**src/rtl/cpu_ctrl_pkg.sv**
```systemverilog
// cpu_ctrl_pkg: shared definitions for the CPU run-control sequencer.
//   cpu_state_e : 2-bit run-control state (RUN, STEP, HALT; 2'd3 unused/illegal)
package cpu_ctrl_pkg;

  typedef enum logic [1:0] {
    ST_RUN  = 2'd0,
    ST_STEP = 2'd1,
    ST_HALT = 2'd2
  } cpu_state_e;

endpackage

```
**src/rtl/cpu_run_ctrl_if.sv**
```systemverilog
// cpu_run_ctrl_if: board-side and PC-side signals of the run-control sequencer.
//   master : board/decode side, drives go/step_mode/halt_req/branch_ok/jmp/div
//   slave  : cpu_run_ctrl, drives enable/halted/state and the statistics counters
interface cpu_run_ctrl_if #(
  parameter int unsigned CNT_W = 32,
  parameter int unsigned DIV_W = 4
);
  logic             go;
  logic             step_mode;
  logic             halt_req;
  logic             branch_ok;
  logic             jmp;
  logic [DIV_W-1:0] div;
  logic             enable;
  logic             halted;
  logic [1:0]       state;
  logic [CNT_W-1:0] instr_cnt;
  logic [CNT_W-1:0] jmp_cnt;
  logic [CNT_W-1:0] branch_cnt;

  modport master (
    output go, step_mode, halt_req, branch_ok, jmp, div,
    input  enable, halted, state, instr_cnt, jmp_cnt, branch_cnt
  );

  modport slave (
    input  go, step_mode, halt_req, branch_ok, jmp, div,
    output enable, halted, state, instr_cnt, jmp_cnt, branch_cnt
  );
endinterface

```
**src/rtl/cpu_run_ctrl_rate_div.sv**
```systemverilog
// rate_div: free-run rate divider for the PC.
//   clk, rst : clock, asynchronous active-low reset
//   clr      : hold the count at zero (asserted whenever the sequencer is not in RUN)
//   div      : tick once every div+1 cycles
//   tick     : combinational, high when the count has reached div
module rate_div #(
  parameter int unsigned DIV_W = 4
) (
  input  logic             clk,
  input  logic             rst,
  input  logic             clr,
  input  logic [DIV_W-1:0] div,
  output logic             tick
);
  logic [DIV_W-1:0] tick_cnt_q, tick_cnt_d;

  // >= rather than == so that lowering div mid-count ticks at once
  // instead of wrapping through the whole counter range.
  assign tick = (tick_cnt_q >= div);

  always_comb begin
    tick_cnt_d = tick_cnt_q + 1'b1;
    if (clr || tick) tick_cnt_d = '0;
  end

  always_ff @(posedge clk or negedge rst) begin
    if (!rst) tick_cnt_q <= '0;
    else      tick_cnt_q <= tick_cnt_d;
  end
endmodule

```
**src/rtl/cpu_run_ctrl.sv**
```systemverilog
// cpu_run_ctrl: run-control sequencer for the single-cycle MIPS PC.
//   clk, rst : clock (rising edge), asynchronous active-low reset
//   bus      : cpu_run_ctrl_if.slave
//     go/step_mode/halt_req/branch_ok/jmp/div in; enable (PC write enable,
//     combinational), halted/state (registered), instr_cnt/jmp_cnt/branch_cnt out.
// Build option: define CPU_STATS_EN to build the saturating statistics
// counters; without it the three counter outputs are tied to zero.
module cpu_run_ctrl
  import cpu_ctrl_pkg::*;
#(
  parameter int unsigned CNT_W = 32,
  parameter int unsigned DIV_W = 4
) (
  input  logic           clk,
  input  logic           rst,
  cpu_run_ctrl_if.slave  bus
);
  cpu_state_e state_q, state_d;
  logic       halted_q, halted_d;
  logic       go_q, go_d;
  logic       go_pulse;
  logic       tick;
  logic       en_c;

  assign go_pulse = bus.go & ~go_q;
  assign go_d     = bus.go;

  rate_div #(.DIV_W(DIV_W)) u_rate_div (
    .clk  (clk),
    .rst  (rst),
    .clr  (state_q != ST_RUN),
    .div  (bus.div),
    .tick (tick)
  );

  always_comb begin
    state_d = state_q;
    en_c    = 1'b0;
    case (state_q)
      ST_RUN: begin
        en_c = tick & ~bus.halt_req;
        if (bus.halt_req)       state_d = ST_HALT;
        else if (bus.step_mode) state_d = ST_STEP;
      end
      ST_STEP: begin
        en_c = go_pulse & ~bus.halt_req;
        if (bus.halt_req)        state_d = ST_HALT;
        else if (!bus.step_mode) state_d = ST_RUN;
      end
      ST_HALT: begin
        // The resume press steps past the syscall even though decode
        // still reports it as a halt.
        en_c = go_pulse;
        if (go_pulse) state_d = bus.step_mode ? ST_STEP : ST_RUN;
      end
      default: state_d = ST_RUN;
    endcase
    halted_d = (state_d == ST_HALT);
  end

  always_ff @(posedge clk or negedge rst) begin
    if (!rst) begin
      state_q  <= ST_RUN;
      halted_q <= 1'b0;
      go_q     <= 1'b0;
    end else begin
      state_q  <= state_d;
      halted_q <= halted_d;
      go_q     <= go_d;
    end
  end

  // Reset holds state at RUN with the divider at zero, which would otherwise
  // tick with div=0; gate explicitly so the PC cannot move during reset.
  assign bus.enable = rst & en_c;
  assign bus.halted = halted_q;
  assign bus.state  = state_q;

`ifdef CPU_STATS_EN
  logic [CNT_W-1:0] instr_cnt_q, instr_cnt_d;
  logic [CNT_W-1:0] jmp_cnt_q, jmp_cnt_d;
  logic [CNT_W-1:0] branch_cnt_q, branch_cnt_d;

  always_comb begin
    instr_cnt_d  = instr_cnt_q;
    jmp_cnt_d    = jmp_cnt_q;
    branch_cnt_d = branch_cnt_q;
    if (bus.enable) begin
      if (instr_cnt_q != '1)                  instr_cnt_d  = instr_cnt_q + 1'b1;
      if (bus.jmp && (jmp_cnt_q != '1))       jmp_cnt_d    = jmp_cnt_q + 1'b1;
      if (bus.branch_ok && (branch_cnt_q != '1)) branch_cnt_d = branch_cnt_q + 1'b1;
    end
  end

  always_ff @(posedge clk or negedge rst) begin
    if (!rst) begin
      instr_cnt_q  <= '0;
      jmp_cnt_q    <= '0;
      branch_cnt_q <= '0;
    end else begin
      instr_cnt_q  <= instr_cnt_d;
      jmp_cnt_q    <= jmp_cnt_d;
      branch_cnt_q <= branch_cnt_d;
    end
  end

  assign bus.instr_cnt  = instr_cnt_q;
  assign bus.jmp_cnt    = jmp_cnt_q;
  assign bus.branch_cnt = branch_cnt_q;
`else
  logic unused_stats;
  assign unused_stats   = bus.jmp ^ bus.branch_ok;
  assign bus.instr_cnt  = '0;
  assign bus.jmp_cnt    = '0;
  assign bus.branch_cnt = '0;
`endif
endmodule

```
**src/flat_wrapper.sv**
```systemverilog
// flat-port wrapper written by rule: the top's interface ports become plain ports
module cpu_run_ctrl_flat import cpu_ctrl_pkg::*;
#(
  parameter int unsigned CNT_W = 32,
  parameter int unsigned DIV_W = 4
)
  (clk, rst, bus_go, bus_step_mode, bus_halt_req, bus_branch_ok, bus_jmp, bus_div, bus_enable, bus_halted, bus_state, bus_instr_cnt, bus_jmp_cnt, bus_branch_cnt);
  cpu_run_ctrl_if #(.CNT_W(CNT_W), .DIV_W(DIV_W)) bus_i ();
  input  logic clk;
  input  logic rst;
  input wire logic [$bits(bus_i.go)-1:0] bus_go;
  input wire logic [$bits(bus_i.step_mode)-1:0] bus_step_mode;
  input wire logic [$bits(bus_i.halt_req)-1:0] bus_halt_req;
  input wire logic [$bits(bus_i.branch_ok)-1:0] bus_branch_ok;
  input wire logic [$bits(bus_i.jmp)-1:0] bus_jmp;
  input wire logic [$bits(bus_i.div)-1:0] bus_div;
  output wire logic [$bits(bus_i.enable)-1:0] bus_enable;
  output wire logic [$bits(bus_i.halted)-1:0] bus_halted;
  output wire logic [$bits(bus_i.state)-1:0] bus_state;
  output wire logic [$bits(bus_i.instr_cnt)-1:0] bus_instr_cnt;
  output wire logic [$bits(bus_i.jmp_cnt)-1:0] bus_jmp_cnt;
  output wire logic [$bits(bus_i.branch_cnt)-1:0] bus_branch_cnt;
  assign bus_i.go = bus_go;
  assign bus_i.step_mode = bus_step_mode;
  assign bus_i.halt_req = bus_halt_req;
  assign bus_i.branch_ok = bus_branch_ok;
  assign bus_i.jmp = bus_jmp;
  assign bus_i.div = bus_div;
  assign bus_enable = bus_i.enable;
  assign bus_halted = bus_i.halted;
  assign bus_state = bus_i.state;
  assign bus_instr_cnt = bus_i.instr_cnt;
  assign bus_jmp_cnt = bus_i.jmp_cnt;
  assign bus_branch_cnt = bus_i.branch_cnt;
  cpu_run_ctrl #(.CNT_W(CNT_W), .DIV_W(DIV_W)) u_core (.clk(clk), .rst(rst), .bus(bus_i));
endmodule
```
**config.mk**
```make
export PLATFORM = sky130hd
export DESIGN_NAME = cpu_run_ctrl_flat
export DESIGN_NICKNAME = d
export VERILOG_FILES = /design/src/rtl/cpu_ctrl_pkg.sv /design/src/rtl/cpu_run_ctrl_if.sv /design/src/rtl/cpu_run_ctrl_rate_div.sv /design/src/rtl/cpu_run_ctrl.sv /design/src/flat_wrapper.sv
export SDC_FILE = /design/constraint.sdc
export NUM_CORES = 1
export LEC_CHECK = 0
export CELL_PAD_IN_SITES_DETAIL_PLACEMENT = 1
export CELL_PAD_IN_SITES_GLOBAL_PLACEMENT = 2
export CORE_AREA = 2 2 65 67
export CTS_BUF_LIST = sky130_fd_sc_hd__clkbuf_2
export DETAILED_ROUTE_END_ITERATION = 8
export DIE_AREA = 0 0 67 69
export DONT_BUFFER_PORTS = 1
export GPL_ROUTABILITY_DRIVEN = 0
export GPL_TIMING_DRIVEN = 0
export PLACE_DENSITY_LB_ADDON = 0.12
export SYNTH_ARGS = -nofsm -noshare
export SYNTH_HDL_FRONTEND = slang
export SYNTH_SLANG_ARGS = --single-unit
```
**constraint.sdc**
```tcl
create_clock -name clk -period 2.1 [get_ports clk]
set_input_delay 0.315 -clock clk [delete_from_list [all_inputs] [get_ports clk]]
set_output_delay 0.315 -clock clk [all_outputs]
set_load 0.005 [all_outputs]
```
==> metrics.cfg <==
[placement]
io_buffers = 0
place_ws_ns = 0.3952
place_hpwl_um = 2137

[timing]
period_needed_ns = 1.971
period_share_pct = 93.86
fmax_ghz = 0.5074
setup_viol = 0
hold_viol_final = 0
worst_slack_ns = 0.1290
tns_ns = 0
rsz0062_at_grt = no
finClkSkew_ns = 0.001947
slew_viol_final = 0

[logic_synthesis]
syn_area_per_cell_um2 = 8.406
synth-seq-cells = 8
seq_area_frac_synth_pct = 16.77
yosysTopAreaCell = buf_4
ys_top_cells_by_area = buf_4, dfrtp_1, ha_1, nor4b_1, inv_1
ys_warn_count = 0
netlist.area_leader.share_pct = 60.38
ys_types = 18
yosysMostFrequentCell = buf_4
synthCells = 142
synth_edf_count = 0
synthFlopType = dfrtp_1
async_flop_share_pct = 100.0
netlist_area_um2 = 1194
synthTopCellsByCount = buf_4, dfrtp_1, inv_1

[clocking]
clkTransAtPathRegs_ns = 0.07
postCtsSetupRepairBufs = 0
root_buffer = clkbuf_2
clk_path_buf_depth = 2
worstSkewPairLatency_ns = 0.24
cts_tree = yes
cts_buffers = 3
h-tree-depth = 1
numClockSinks = 8

[critical_path]
worstSetupPathType = flop to output pin
crit_path_end_kind = output pin
cp-startpoint = u_core.u_rate_div.tick_cnt_q[3]
crit_fanout = 5
worstPathRequired_ns = 1.78
arrival_ns = 1.66
crit_path_start_kind = flop
worstRegToRegCells = 4
reg2reg_from = u_core.u_rate_div.tick_cnt_q[3]

[detailed_routing]
drc = 0
dr.pass1.iters = 4
finalWirelength_um = 2353
routedWlPerCell_um = 8.086
ant_nets = 0
vias_per_cell = 3.041
routed-via-count = 885
drt_iter0_markers = 9

[global_routing]
antenna_found_initial = 0
grt_overflow_total = 0
grt_pass1_wl_um = 3601
grt_start_max_net_pins = 9
grt_pass1_vias = 809
track_usage_pct = 9.901

[layout]
n_antenna_cell = 0
fillers = 546
fin_util_pct = 41.94
finalNetCount = 259
syn_to_final_growth_pct = 37.53
drive_gt1_share_pct = 43.15

[floorplan]
rows = 23
die_y_um = 69
die_w_um = 67
die_area_um2 = 4623
start_util_pct = 30.50
fp.coreArea_um2 = 3914
io_pins = 111

[power]
total_power_uw = 543.6
peakVddDrop_mv = 0.2322
power.switching_uw = 180.9
switching_share_pct = 33.27
pwr-share-clk_pct = 16.6
comb_power_share_pct = 47.6
leakage_uw = 0.001102
pwr-share-seq_pct = 35.8
p_per_area_nw_per_um2 = 331.1
p_int_uw = 362.7

[worst_hold_path]
holdPathStages = 0
worstHoldPathType = primary input to flop
min_from = bus_go

[run_status]
status = complete, no violations

[job]
max-cap-violations = 0

## worst paths after layout
| check | endpoint | slack (ns) |
|---|---|---|
| worst max register to register | u_core.u_rate_div.tick_cnt_q[3] | 0.69 |
| worst min-delay path | u_core.go_q | 0.1 |
| min in group asynchronous | u_core.bus.state[1] | 0.43 |
| max in group asynchronous | u_core.u_rate_div.tick_cnt_q[2] | 1.40 |
| worst max-delay path | bus_enable | 0.13 |
| worst min register to register | u_core.u_rate_div.tick_cnt_q[0] | 0.51 |
## flip-flops by register name, summed over array words and instances, names as in the netlist
| name | count |
|---|---|
| u_core.go_q | 1 |
| u_core.bus.state | 2 |
| u_core.bus.halted | 1 |
| u_core.u_rate_div.tick_cnt_q | 4 |
## metal layers
metal / GRT usage, % / vias to the layer above / part of all wire (%)
met5: 0 / - / 0
met4: 0.6803 / 0 / 0.30
met3: 5.057 / 2 / 12
met2: 18.37 / 49 / 55
met1: 10.03 / 380 / 33
li1: - / 454 / -
## area by class of cell
cell class / instances / area, um2 / share of cell area, %
plain buffers: 96 / 720.7 / 43.90
well taps: 50 / 62.56 / 3.811
repair buffers: 1 / 10.01 / 0.6098
clock buffers: 3 / 15.01 / 0.9146
inverters: 8 / 30.03 / 1.829
multi-input cells: 125 / 603.1 / 36.74
flip-flops and latches: 8 / 200.2 / 12.20
## cell families after synthesis
group           count (synthesis)  synth area share, %
flops                           8                16.77
mux                             2                1.887
compound gates                  7                4.193
simple gates                   13                7.232
xor+xnor                        2                1.468
other cells                     1               0.3142
buf+inv                       104                62.89
fa+ha+maj                       5                5.241
## cell usage in the layout, fill, tap and decap left out
cell type      instances
nor2_1                 2
o311a_1                1
a21oi_2                1
dfrtp_1                8
and4bb_4               1
dlygate4sd3_1          1
nand2_1                2
o21bai_1               1
nor3_1                 1
nor4b_1                4
xor2_1                 2
clkbuf_2               3
ha_1                   5
inv_1                  8
mux2_2                 2
conb_1                96
buf_4                 96
nand3_1                3
a21oi_1                2
a211o_2                1
o21a_1                 1
## worst max-delay path: stages, from the launching register on
cell and delay, ns:
dfrtp_1 0.40, ha_1 0.32, a21oi_1 0.14, nand2_1 0.15
o311a_1 0.41
## power groups by stage
stage / Combinational [uW] / Sequential [uW] / Clock, uW
CTS: 242 / 195 / 96.5
floorplan: 226 / 192 / 0
global route: 293 / 198 / 106
global placement: 234 / 197 / 0
detailed placement: 237 / 198 / 0
finish: 259 / 195 / 90.0
## what timing repair did
item,in CTS,in global routing
endpoints found under the hold margin,8,0
gates resized for setup,0,1
setup endpoints to repair,0,1
hold buffers,1,0
## through the flow
stage / area [um2] / hold slack, ns / cells
2_1_floorplan: 1550 / 0.01941 / 237
3_3_place_gp: 1613 / 0.01967 / 287
3_5_place_dp: 1613 / 0.01961 / 287
4_1_cts: 1638 / 0.08205 / 291
5_1_grt: 1642 / 0.06864 / 291
6_report: 1642 / 0.09956 / 291
No activity file was read; power rests on OpenSTA's default activity.
